**config.mk**
```make
export PLATFORM = sky130hd
export DESIGN_NAME = sdram_frame_reader
export DESIGN_NICKNAME = d
export VERILOG_FILES = /design/src/rtl/sdram_pkg.sv /design/src/rtl/sync_fifo.sv /design/src/rtl/sdram_frame_reader.sv
export SDC_FILE = /design/constraint.sdc
export NUM_CORES = 1
export LEC_CHECK = 0
export CORE_MARGIN = 8
export CORE_UTILIZATION = 40
export CTS_CLUSTER_SIZE = 28
export DETAILED_ROUTE_END_ITERATION = 10
export PLACE_DENSITY = 0.68
export SLEW_MARGIN = 20
export SYNTH_ARGS = -nofsm -noshare
export SYNTH_HDL_FRONTEND = slang
export SYNTH_SLANG_ARGS = --single-unit
```
**constraint.sdc**
```tcl
create_clock -name iCLK -period 7.5 [get_ports iCLK]
set_input_delay 2.25 -clock iCLK [delete_from_list [all_inputs] [get_ports iCLK]]
set_output_delay 2.25 -clock iCLK [all_outputs]
set_load 0.05 [all_outputs]
```
**src/rtl/sdram_pkg.sv**
```systemverilog
// Shared definitions for the SDRAM frame reader: read-agent FSM states and
// default geometry of the SDRAM port and the burst buffer.
package sdram_pkg;

    typedef enum logic [1:0] {
        ST_IDLE = 2'd0,
        ST_REQ  = 2'd1,
        ST_WAIT = 2'd2
    } rd_state_e;

    localparam int SDRAM_ADDR_W      = 22;
    localparam int SDRAM_DATA_W      = 16;
    localparam int SDRAM_BURST_LEN   = 8;
    localparam int SDRAM_FIFO_DEPTH  = 32;
    localparam int SDRAM_FRAME_WORDS = 19200;

endpackage

```
**src/rtl/sync_fifo.sv**
```systemverilog
// Single-clock show-ahead FIFO: the head word is presented combinationally,
// so a word pushed on one edge is visible right after it. Flush beats push/pop.
module sync_fifo #(
    parameter int DATA_W = 16,
    parameter int DEPTH  = 32
) (
    input  logic                       clk,
    input  logic                       rst_n,
    input  logic                       flush_i,
    input  logic                       push_i,
    input  logic [DATA_W-1:0]          data_i,
    input  logic                       pop_i,
    output logic [DATA_W-1:0]          data_o,
    output logic                       valid_o,
    output logic [$clog2(DEPTH+1)-1:0] count_o
);

    localparam int PTR_W = (DEPTH > 1) ? $clog2(DEPTH) : 1;
    localparam int CNT_W = $clog2(DEPTH + 1);

    logic [DATA_W-1:0] mem_q [DEPTH];
    logic [PTR_W-1:0]  wr_ptr_q;
    logic [PTR_W-1:0]  rd_ptr_q;
    logic [CNT_W-1:0]  count_q;
    logic              do_pop;
    logic              do_push;

    assign do_pop  = pop_i && (count_q != '0);
    assign do_push = push_i && ((count_q != CNT_W'(DEPTH)) || do_pop);

    always_ff @(posedge clk) begin
        if (do_push && !flush_i) begin
            mem_q[wr_ptr_q] <= data_i;
        end
    end

    // DEPTH is a power of two, so pointers wrap by natural overflow.
    always_ff @(posedge clk or negedge rst_n) begin
        if (!rst_n) begin
            wr_ptr_q <= '0;
            rd_ptr_q <= '0;
            count_q  <= '0;
        end else if (flush_i) begin
            wr_ptr_q <= '0;
            rd_ptr_q <= '0;
            count_q  <= '0;
        end else begin
            if (do_push) begin
                wr_ptr_q <= wr_ptr_q + PTR_W'(1);
            end
            if (do_pop) begin
                rd_ptr_q <= rd_ptr_q + PTR_W'(1);
            end
            case ({do_push, do_pop})
                2'b10:   count_q <= count_q + CNT_W'(1);
                2'b01:   count_q <= count_q - CNT_W'(1);
                default: count_q <= count_q;
            endcase
        end
    end

    assign valid_o = (count_q != '0);
    assign data_o  = valid_o ? mem_q[rd_ptr_q] : '0;
    assign count_o = count_q;

endmodule

```
**src/rtl/sdram_frame_reader.sv**
```systemverilog
// Streams a frame out of SDRAM in fixed bursts into a show-ahead pixel FIFO,
// one burst outstanding at a time, only requested when the whole burst fits.
module sdram_frame_reader
    import sdram_pkg::*;
#(
    parameter int ADDR_W      = SDRAM_ADDR_W,
    parameter int DATA_W      = SDRAM_DATA_W,
    parameter int BASE_ADDR   = 0,
    parameter int FRAME_WORDS = SDRAM_FRAME_WORDS,
    parameter int BURST_LEN   = SDRAM_BURST_LEN,
    parameter int FIFO_DEPTH  = SDRAM_FIFO_DEPTH
) (
    input  logic              iCLK,
    input  logic              iRESETn,
    input  logic              iENABLE,
    input  logic              iFRAME_START,
    output logic              oRD_REQ,
    input  logic              iRD_GNT,
    output logic [ADDR_W-1:0] oRD_ADDR,
    input  logic [DATA_W-1:0] iRD_DATA,
    input  logic              iRD_DATA_VALID,
    input  logic              iPIX_REQ,
    output logic [DATA_W-1:0] oPIX_DATA,
    output logic              oPIX_VALID,
    output logic              oUNDERRUN
);

    localparam int CNT_W  = $clog2(FIFO_DEPTH + 1);
    localparam int BEAT_W = $clog2(BURST_LEN + 1);
    localparam logic [ADDR_W-1:0] FIRST_ADDR = ADDR_W'(BASE_ADDR);
    localparam logic [ADDR_W-1:0] LAST_ADDR  = ADDR_W'(BASE_ADDR + FRAME_WORDS - BURST_LEN);

    rd_state_e         state_q;
    logic              rd_req_q;
    logic [ADDR_W-1:0] addr_q;
    logic [ADDR_W-1:0] next_addr_d;
    logic [BEAT_W-1:0] beat_q;
    logic [BEAT_W-1:0] discard_q;
    logic              underrun_q;
    logic [CNT_W-1:0]  fifo_count;
    logic              space_ok;
    logic              last_beat;
    logic              fifo_push_d;
    logic              fifo_pop_d;

    assign next_addr_d = (addr_q == LAST_ADDR) ? FIRST_ADDR : addr_q + ADDR_W'(BURST_LEN);
    assign space_ok    = (CNT_W'(FIFO_DEPTH) - fifo_count) >= CNT_W'(BURST_LEN);
    assign last_beat   = (beat_q == BEAT_W'(BURST_LEN - 1));

    // Words still owed by a burst cut short by a frame restart never reach the FIFO.
    assign fifo_push_d = (state_q == ST_WAIT) && iRD_DATA_VALID
                         && (discard_q == '0) && !iFRAME_START;
    assign fifo_pop_d  = iPIX_REQ && oPIX_VALID;

    always_ff @(posedge iCLK or negedge iRESETn) begin
        if (!iRESETn) begin
            state_q   <= ST_IDLE;
            rd_req_q  <= 1'b0;
            addr_q    <= FIRST_ADDR;
            beat_q    <= '0;
            discard_q <= '0;
        end else begin
            if (iFRAME_START) begin
                addr_q <= FIRST_ADDR;
            end
            case (state_q)
                ST_IDLE: begin
                    if (!iFRAME_START && iENABLE && space_ok) begin
                        state_q  <= ST_REQ;
                        rd_req_q <= 1'b1;
                    end
                end
                ST_REQ: begin
                    if (iRD_GNT) begin
                        state_q  <= ST_WAIT;
                        rd_req_q <= 1'b0;
                        beat_q   <= '0;
                        if (iFRAME_START) begin
                            discard_q <= BEAT_W'(BURST_LEN);
                        end else begin
                            discard_q <= '0;
                            addr_q    <= next_addr_d;
                        end
                    end else if (iFRAME_START) begin
                        state_q  <= ST_IDLE;
                        rd_req_q <= 1'b0;
                    end
                end
                ST_WAIT: begin
                    if (iRD_DATA_VALID) begin
                        if (last_beat) begin
                            state_q   <= ST_IDLE;
                            beat_q    <= '0;
                            discard_q <= '0;
                        end else begin
                            beat_q <= beat_q + BEAT_W'(1);
                            if (iFRAME_START) begin
                                discard_q <= BEAT_W'(BURST_LEN) - beat_q - BEAT_W'(1);
                            end else if (discard_q != '0) begin
                                discard_q <= discard_q - BEAT_W'(1);
                            end
                        end
                    end else if (iFRAME_START) begin
                        discard_q <= BEAT_W'(BURST_LEN) - beat_q;
                    end
                end
                default: begin
                    state_q  <= ST_IDLE;
                    rd_req_q <= 1'b0;
                end
            endcase
        end
    end

    always_ff @(posedge iCLK or negedge iRESETn) begin
        if (!iRESETn) begin
            underrun_q <= 1'b0;
        end else if (iFRAME_START) begin
            underrun_q <= 1'b0;
        end else if (iPIX_REQ && !oPIX_VALID) begin
            underrun_q <= 1'b1;
        end
    end

    sync_fifo #(
        .DATA_W (DATA_W),
        .DEPTH  (FIFO_DEPTH)
    ) u_fifo (
        .clk     (iCLK),
        .rst_n   (iRESETn),
        .flush_i (iFRAME_START),
        .push_i  (fifo_push_d),
        .data_i  (iRD_DATA),
        .pop_i   (fifo_pop_d),
        .data_o  (oPIX_DATA),
        .valid_o (oPIX_VALID),
        .count_o (fifo_count)
    );

    assign oRD_REQ   = rd_req_q;
    assign oRD_ADDR  = addr_q;
    assign oUNDERRUN = underrun_q;

endmodule

```
==> key figures, run 1 <==
Run status
  • Status: finished clean

Worst setup path
  • CP Launch Point: u_fifo.rd_ptr_q[0]
  • Critical path capture point type: output port
  • Crit-path leading delay family: buffers and inverters
  • Crit Reg-Reg Startpoint: discard_q[1]
  • Critical path required time: 5.25 ns
  • Logic depth of the worst register-to-register path: 6
  • Endpoint arrival time on the critical path: 4.16 ns
  • Worst-path maximum fanout: 59
  • Minimum setup slack among reg-to-reg paths: 4.15 ns
  • Critical setup path kind: reg -> out
  • Capturing point of the worst reg2reg path: u_fifo.mem_q[1][9]
  • Critical Path Source Type: register
  • CP max-delay cell: sky130_fd_sc_hd__dfrtp_4
  • Critical path cell sequence: buf_12 -> buf_4 -> mux4_2 -> mux2_2 -> o22ai_1 -> nor2_1 -> clkdlybuf4s50_1
  • Delay of the slowest cell on the worst path: 0.83 ns
  • Worst path buffer plus inverter count: 3

Finish
  • N_diodes: 0
  • Fraction of final layout cells sized beyond drive strength 1: 23.58%
  • Number of nets in the final layout: 1303
  • Syn-to-layout area delta: 14.69%

Drt
  • Total wire length: 50.03 mm
  • Starting DRC count in detailed routing: 1074
  • Average wire length per cell after detail routing: 24.26 um
  • DR pass1 iterations: 5
  • Antenna-violating nets left: 0
  • Vias post-DR: 11476
  • DRC Markers: 0
  • Via density per instance: 5.565

CTS
  • TritonCTS clock tree: done
  • Hold Buf Count CTS: 0
  • Worst-path clk slew: 0.06 ns
  • Buffers from clock root to sink, at most: 3
  • Number of buffers created by CTS: 55
  • Latest clock arrival within the worst-skew pair: 0.61 ns
  • Clock root cell: sky130_fd_sc_hd__clkbuf_16
  • Num Clock Sinks: 562
  • Number of cells upsized or downsized after cts: 0
  • Number of buffers added for setup after CTS: 0
  • Number of H-tree levels: 2

Timing
  • Total Neg Setup Slack: 0 ns
  • Worst slew margin relative to its limit: 23.83%
  • Tmin final: 6.414 ns
  • Final-report hold violation count: 0
  • Final setup violating endpoints: 0
  • Fmax: 155.9 MHz
  • Post-Route Hold Slack: 0.5181 ns
  • Clock skew after layout: 0.03201 ns
  • RSZ-0062 raised after global routing: no
  • Max Slew Vio Count: 0
  • Final critical-path share of the clock period: 85.52%
  • Slew at the pin with the worst max-slew slack: 1.139 ns

Min path
  • Worst min-delay path category: reg -> reg
  • Startpoint of the most critical hold path: discard_q[2]
  • Worst hold path cell count: 2
  • End point of the most critical hold path: discard_q[2]

GRT
  • Total routing usage reported by global routing: 15.60%
  • Initial antenna violation count: 3
  • Wire length of the first global-routing pass: 75.31 mm
  • Largest net degree at the start of global routing: 64
  • Via count of the first global-routing pass: 11726
  • Remaining Overflow, GRT: 0

Floorplan
  • Initial core utilization: 40.26%
  • Height of the die: 253.8 um
  • Area of the die: 0.06439 mm^2
  • Std-Cell Rows: 87
  • Die width: 253.8 um
  • # IOs: 64
  • Area inside the core boundary: 0.05617 mm^2

Power and ir drop
  • Switching Share: 26.19%
  • Clock share of power: 34.7%
  • Leakage component of the power: 8.203 nW
  • Part of the total power dissipated in combinational logic: 17.7%
  • Sequential share of power: 47.6%
  • Internal Dissipation: 0.005548 W
  • P_sw: 0.001969 W
  • VDD IR-drop max: 0.2215 mV
  • Pwr/cell area: 289.8 mW/mm^2

Yosys
  • Register area share after synthesis: 73.53%
  • Synth async-reset ratio: 8.897%
  • Number of warning messages in the yosys log: 0
  • Mapped cell area: 0.02261 mm^2
  • EDFF count, synth: 512
  • Post-Syn Area per Cell: 19.56 um^2
  • Synth Flop Type: sky130_fd_sc_hd__edfxtp_1
  • Flip-flop and latch count after synthesis: 562
  • Net count after synthesis: 1193
  • Count of unique library cells instantiated by Yosys: 59
  • Instance count of the mapped netlist: 1156

Job
  • Number of violations of the max-capacitance limit: 0

Placement
  • Sum of net half-perimeters after detailed placement: 28.71 mm
  • Weighted congestion at the end of routability-driven global placement: 0.7575
  • Port bufs: 63
## flip-flops by register name, indices dropped and copies added, names as in the netlist
register         cells
u_fifo.rd_ptr_q      5
discard_q            4
oRD_REQ              1
oUNDERRUN            1
u_fifo.mem_q       512
u_fifo.count_o       6
state_q              2
beat_q               4
oRD_ADDR            22
u_fifo.wr_ptr_q      5
## cell families (layout without fill, tap and decap cells)
kind of cell | after synthesis | count (layout) | share of synthesized area [%]
fa+ha+maj | 14 | 14 | 0.8079
compound gates | 112 | 112 | 3.077
flops | 562 | 562 | 73.53
xor+xnor | 11 | 11 | 0.4261
buf+inv | 64 | 214 | 1.466
mux | 185 | 185 | 16.30
simple gates | 208 | 208 | 4.394
## cell type report
class	instances	area [um^2]
inverters	9	33.78
clock inverters	33	264.0
multi-input cells	530	5675
repair buffers	108	945.9
clock buffers	64	1431
fillers	4710	30240
well taps	756	945.9
flip-flops and latches	562	16640
## cell usage after synthesis, drive strengths merged, types with 2 or more instances
library cell	count	share of area, %
edfxtp	512	68
mux4	144	14
nor2	72	1.2
nand2	63	1.0
dfrtp	50	5.5
o21ai	42	0.93
buf	29	0.89
clkbuf	26	0.43
mux2i	21	0.93
mux2	20	1.0
a21oi	14	0.31
o22ai	14	0.39
ha	13	0.72
nand3	11	0.24
a31oi	10	0.28
inv	9	0.15
nand4	8	0.22
and3	6	0.17
nor3	6	0.13
or3	6	0.19
xnor2	6	0.23
a211oi	5	0.17
nand2b	5	0.14
nor2b	5	0.14
o31ai	5	0.19
xor2	5	0.19
and4	4	0.15
nand3b	4	0.13
a21boi	3	0.10
a21o	3	0.10
and2	3	0.083
o21a	3	0.10
or4	3	0.12
a221o	2	0.089
a22o	2	0.077
a22oi	2	0.066
nor3b	2	0.066
nor4	2	0.055
o211ai	2	0.066
or3b	2	0.077
or4b	2	0.089
## through the flow
step	power, W	util [%]	setup slack [ns]	instance area (um^2)	std cells
floorplan	0.004625	-	2.597	22610	1156
global route	0.007811	46.17	0.8227	25930	2062
finish	0.007516	46.17	1.086	25930	2062
detailed placement	0.004993	43.18	1.629	24250	1964
CTS	0.007589	46.20	0.9599	25950	2061
global placement	0.004971	43.18	1.637	24250	1964
## power groups by stage
stage	registers, W	logic, W	clock network [W]
after floorplan	0.00359	0.00104	0
after detailed placement	0.00365	0.00134	0
after global routing	0.00359	0.00144	0.00278
after CTS	0.00359	0.00135	0.00265
final	0.00358	0.00133	0.00261
after global placement	0.00365	0.00132	0
## how the worst max path moves through the flow
stage	endpoint	slack [ns]	cells after the start
floorplan	oPIX_DATA[10]	2.60	6
global placement	oPIX_DATA[1]	1.64	6
global route	oPIX_DATA[9]	0.82	8
finish	oPIX_DATA[9]	1.09	7
CTS	oPIX_DATA[1]	0.96	6
detailed placement	oPIX_DATA[1]	1.63	6
## layout by cell type (no fill, tap or decap), drive strengths merged, types with 20 or more instances in the layout
master	Yosys	routed
buf	29	56
mux2i	21	21
mux4	144	144
clkbuf	26	64
nor2	72	72
o21ai	42	42
dfrtp	50	50
clkdlybuf4s50	0	52
mux2	20	20
nand2	63	63
edfxtp	512	512
clkinv	0	26
## layer usage
metal,wire length [um],track usage (%),vias to the layer above
met1,20560,20.65,6031
li1,-,-,4945
met2,24580,25.66,409
met4,1321,4.837,2
met5,13,0,-
met3,3551,3.436,89
## worst reg2reg max path: stages, from the launching register on
cell and delay (ns):
sky130_fd_sc_hd__dfrtp_1 0.41, sky130_fd_sc_hd__nor4_1 0.51, sky130_fd_sc_hd__and4_1 0.30, sky130_fd_sc_hd__o21a_1 0.39, sky130_fd_sc_hd__nand2_1 0.30, sky130_fd_sc_hd__nor2_1 0.74, sky130_fd_sc_hd__buf_4 0.38
Note: power is estimated with default switching activity, not from simulation.
==> inputs of run 2 (changes only) <==
--- a/config.mk
+++ b/config.mk
@@ -8,7 +8,7 @@
 export CORE_MARGIN = 8
 export CORE_UTILIZATION = 40
-export CTS_CLUSTER_SIZE = 28
 export DETAILED_ROUTE_END_ITERATION = 10
 export PLACE_DENSITY = 0.68
+export SKIP_CTS_REPAIR_TIMING = 1
 export SLEW_MARGIN = 20
 export SYNTH_ARGS = -nofsm -noshare
==> constraint.sdc (replaced) <==
create_clock -name iCLK -period 7.5 [get_ports iCLK]
set_input_delay 1.125 -clock iCLK [delete_from_list [all_inputs] [get_ports iCLK]]
set_output_delay 1.125 -clock iCLK [all_outputs]
set_load 0.05 [all_outputs]
==> key figures, run 2 (synthesized netlist as in run 1, its figures left out) <==
Placement
  • Sum of net half-perimeters after detailed placement: 28.53 mm (was 28.71 mm)
  • Placed instance count: 1963 (was 1964)
  • Port bufs: 63 (unchanged)
  • Weighted congestion at the end of routability-driven global placement: 0.7625 (was 0.7575)
  • Area after DPL: 0.02424 mm^2 (was 0.02425 mm^2)

Drt
  • Total wire length: 50.04 mm (was 50.03 mm)
  • DR pass1 iterations: 4 (was 5)
  • Via density per instance: 5.537 (was 5.565)
  • Starting DRC count in detailed routing: 917 (was 1074)
  • Vias post-DR: 11433 (was 11476)
  • Average wire length per cell after detail routing: 24.23 um (was 24.26 um)
  • DRC Markers: 0 (unchanged)
  • Antenna-violating nets left: 0 (unchanged)

Timing
  • Max Slew Vio Count: 0 (unchanged)
  • Fmax: 181.8 MHz (was 155.9 MHz)
  • Total Neg Setup Slack: 0 ns (unchanged)
  • Worst slew margin relative to its limit: 29.18% (was 23.83%)
  • Tmin final: 5.501 ns (was 6.414 ns)
  • Clock skew after layout: 0.05282 ns (was 0.03201 ns)
  • Final critical-path share of the clock period: 73.35% (was 85.52%)
  • RSZ-0062 raised after global routing: no (unchanged)
  • Final-report hold violation count: 0 (unchanged)
  • Final setup violating endpoints: 0 (unchanged)
  • Slew at the pin with the worst max-slew slack: 1.059 ns (was 1.139 ns)

Floorplan
  • Die width: 253.8 um (unchanged)
  • Initial core utilization: 40.26% (unchanged)
  • Std-Cell Rows: 87 (unchanged)
  • Area inside the core boundary: 0.05617 mm^2 (unchanged)
  • Height of the die: 253.8 um (unchanged)
  • # IOs: 64 (unchanged)
  • Area of the die: 0.06439 mm^2 (unchanged)

Finish
  • Number of nets in the final layout: 1301 (was 1303)
  • Most frequent standard cell in the layout excluding fill and tap cells: sky130_fd_sc_hd__edfxtp_1 (unchanged)
  • Number of flip-flops under the largest register name: 512 (unchanged)
  • Filler cell count in the final layout: 4697 (was 4710)
  • Register Area: 0.01664 mm^2 (unchanged)
  • Finished Layout Cells: 2065 (was 2062)
  • Syn-to-layout area delta: 15.16% (was 14.69%)
  • Final core area utilization: 46.36% (was 46.17%)
  • Final Cell Area: 0.02604 mm^2 (was 0.02593 mm^2)
  • Highest-count cells in the layout ignoring fill and taps: sky130_fd_sc_hd__edfxtp_1, sky130_fd_sc_hd__mux4_2, sky130_fd_sc_hd__nor2_1 (unchanged)
  • N_diodes: 0 (unchanged)
  • Fraction of final layout cells sized beyond drive strength 1: 24.22% (was 23.58%)
  • Area used by multi-input combinational logic: 0.005675 mm^2 (unchanged)
  • Reg with most FFs: u_fifo.mem_q (unchanged)

GRT
  • Initial antenna violation count: 3 (unchanged)
  • Via count of the first global-routing pass: 11656 (was 11726)
  • Wire length of the first global-routing pass: 75.27 mm (was 75.31 mm)
  • GR Layer Usage met3: 3.108% (was 3.436%)
  • Total routing usage reported by global routing: 15.59% (was 15.60%)
  • Largest net degree at the start of global routing: 71 (was 64)
  • Remaining Overflow, GRT: 0 (unchanged)
  • Grt met2 use: 25.35% (was 25.66%)
  • GR met1 Demand/Resource: 20.98% (was 20.65%)
  • Top Usage Layer GRT: met2 (unchanged)

Worst setup path
  • Critical setup path kind: reg -> out (unchanged)
  • Worst-path maximum fanout: 44 (was 59)
  • Crit-path leading delay family: buffers and inverters (unchanged)
  • Delay of the slowest cell on the worst path: 0.99 ns (was 0.83 ns)
  • CP max-delay cell: sky130_fd_sc_hd__dfrtp_4 (unchanged)
  • Critical path capture point type: output port (unchanged)
  • Most used cell along the critical path: sky130_fd_sc_hd__mux4_2
  • Critical path cell sequence: buf_4 -> mux4_2 -> mux4_2 -> nor2b_1 -> a211oi_1 -> clkdlybuf4s50_1 (was buf_12 -> buf_4 -> mux4_2 -> mux2_2 -> o22ai_1 -> nor2_1 -> clkdlybuf4s50_1)
  • Critical Path Source Type: register (unchanged)
  • Endpoint arrival time on the critical path: 4.38 ns (was 4.16 ns)
  • Critical path required time: 6.38 ns (was 5.25 ns)
  • Worst path buffer plus inverter count: 2 (was 3)

CTS
  • Number of buffers created by CTS: 55 (unchanged)
  • Latest clock arrival within the worst-skew pair: 0.63 ns (was 0.61 ns)
  • Number of H-tree levels: 2 (unchanged)
  • Num Clock Sinks: 562 (unchanged)
  • Buffers from clock root to sink, at most: 3 (unchanged)
  • Clock root cell: sky130_fd_sc_hd__clkbuf_16 (unchanged)
  • TritonCTS clock tree: done (unchanged)
  • Worst-path clk slew: 0.06 ns (about the same)

Power and ir drop
  • VDD IR-drop max: 0.2105 mV (was 0.2215 mV)
  • Leakage component of the power: 8.258 nW (was 8.203 nW)
  • Pwr/cell area: 295.2 mW/mm^2 (was 289.8 mW/mm^2)

Min path
  • Worst min-delay path category: reg -> reg (unchanged)

Run status
  • Status: finished clean (unchanged)

Job
  • Number of violations of the max-capacitance limit: 0 (unchanged)
## run 2: cell count changes in the layout (fill, tap and decap cells not counted), moves of 2 or more
cell / change
sky130_fd_sc_hd__bufinv_16: +3
sky130_fd_sc_hd__clkinv_2: +4
sky130_fd_sc_hd__clkinv_4: +2
sky130_fd_sc_hd__clkinv_1: -10
sky130_fd_sc_hd__inv_6: +2
sky130_fd_sc_hd__clkbuf_1: +3
## run 2: metrics by stage
step	power (W)	worst slack, ns	hold slack, ns
2_1_floorplan	0.004625	3.722	0.4720
6_report	0.007687	1.999	0.5101
3_5_place_dp	0.004989	2.564	0.5053
3_3_place_gp	0.004969	2.538	0.4829
5_1_grt	0.007969	1.715	0.5366
4_1_cts	0.007767	1.876	0.5186
## run 2: power breakdown
group | total [W] | internal [W] | leakage, nW | switching [W]
clock | 0.00279 | 0.00158 | 0.884 | 0.00121
combinational | 0.00131 | 0.000614 | 2.10 | 0.000695
sequential | 0.00359 | 0.00347 | 5.28 | 0.000124
total | 0.00769 | 0.00566 | 8.26 | 0.00203
## run 2: area by class of cell
class	instances	share of cell area, %
flip-flops and latches	562	63.89
well taps	756	3.633
repair buffers	106	3.517
inverters	9	0.1297
multi-input cells	530	21.80
clock buffers	66	5.444
clock inverters	36	1.590
## run 2: layer usage
layer	wire length (um)	vias to the layer above	share of wire, %
li1	-	4944	-
met1	20820	6043	42
met2	24590	360	49
met3	3308	84	6.6
met4	1309	2	2.6
met5	13	-	0.026
## run 2: path summary, 6_finish.rpt
kind | depth (start not counted) | startpoint | slack (ns) | end
hold / removal | 2 | oUNDERRUN | 0.51 | oUNDERRUN
min in group asynchronous | 2 | iRESETn | 0.63 | u_fifo.count_o[4]
setup reg to reg | 6 | discard_q[1] | 4.24 | u_fifo.mem_q[4][7]
hold reg to reg | 2 | oUNDERRUN | 0.51 | oUNDERRUN
max in group asynchronous | 2 | iRESETn | 6.39 | u_fifo.rd_ptr_q[1]
setup / recovery | 6 | u_fifo.rd_ptr_q[0] | 2.00 | oPIX_DATA[4]
## run 2: worst register-to-register path, delay by kind of cell (launching register included)
kind	cells	cell delay, ns
compound gates	1	0.39
buf+inv	1	0.38
flops	1	0.41
simple gates	4	1.78
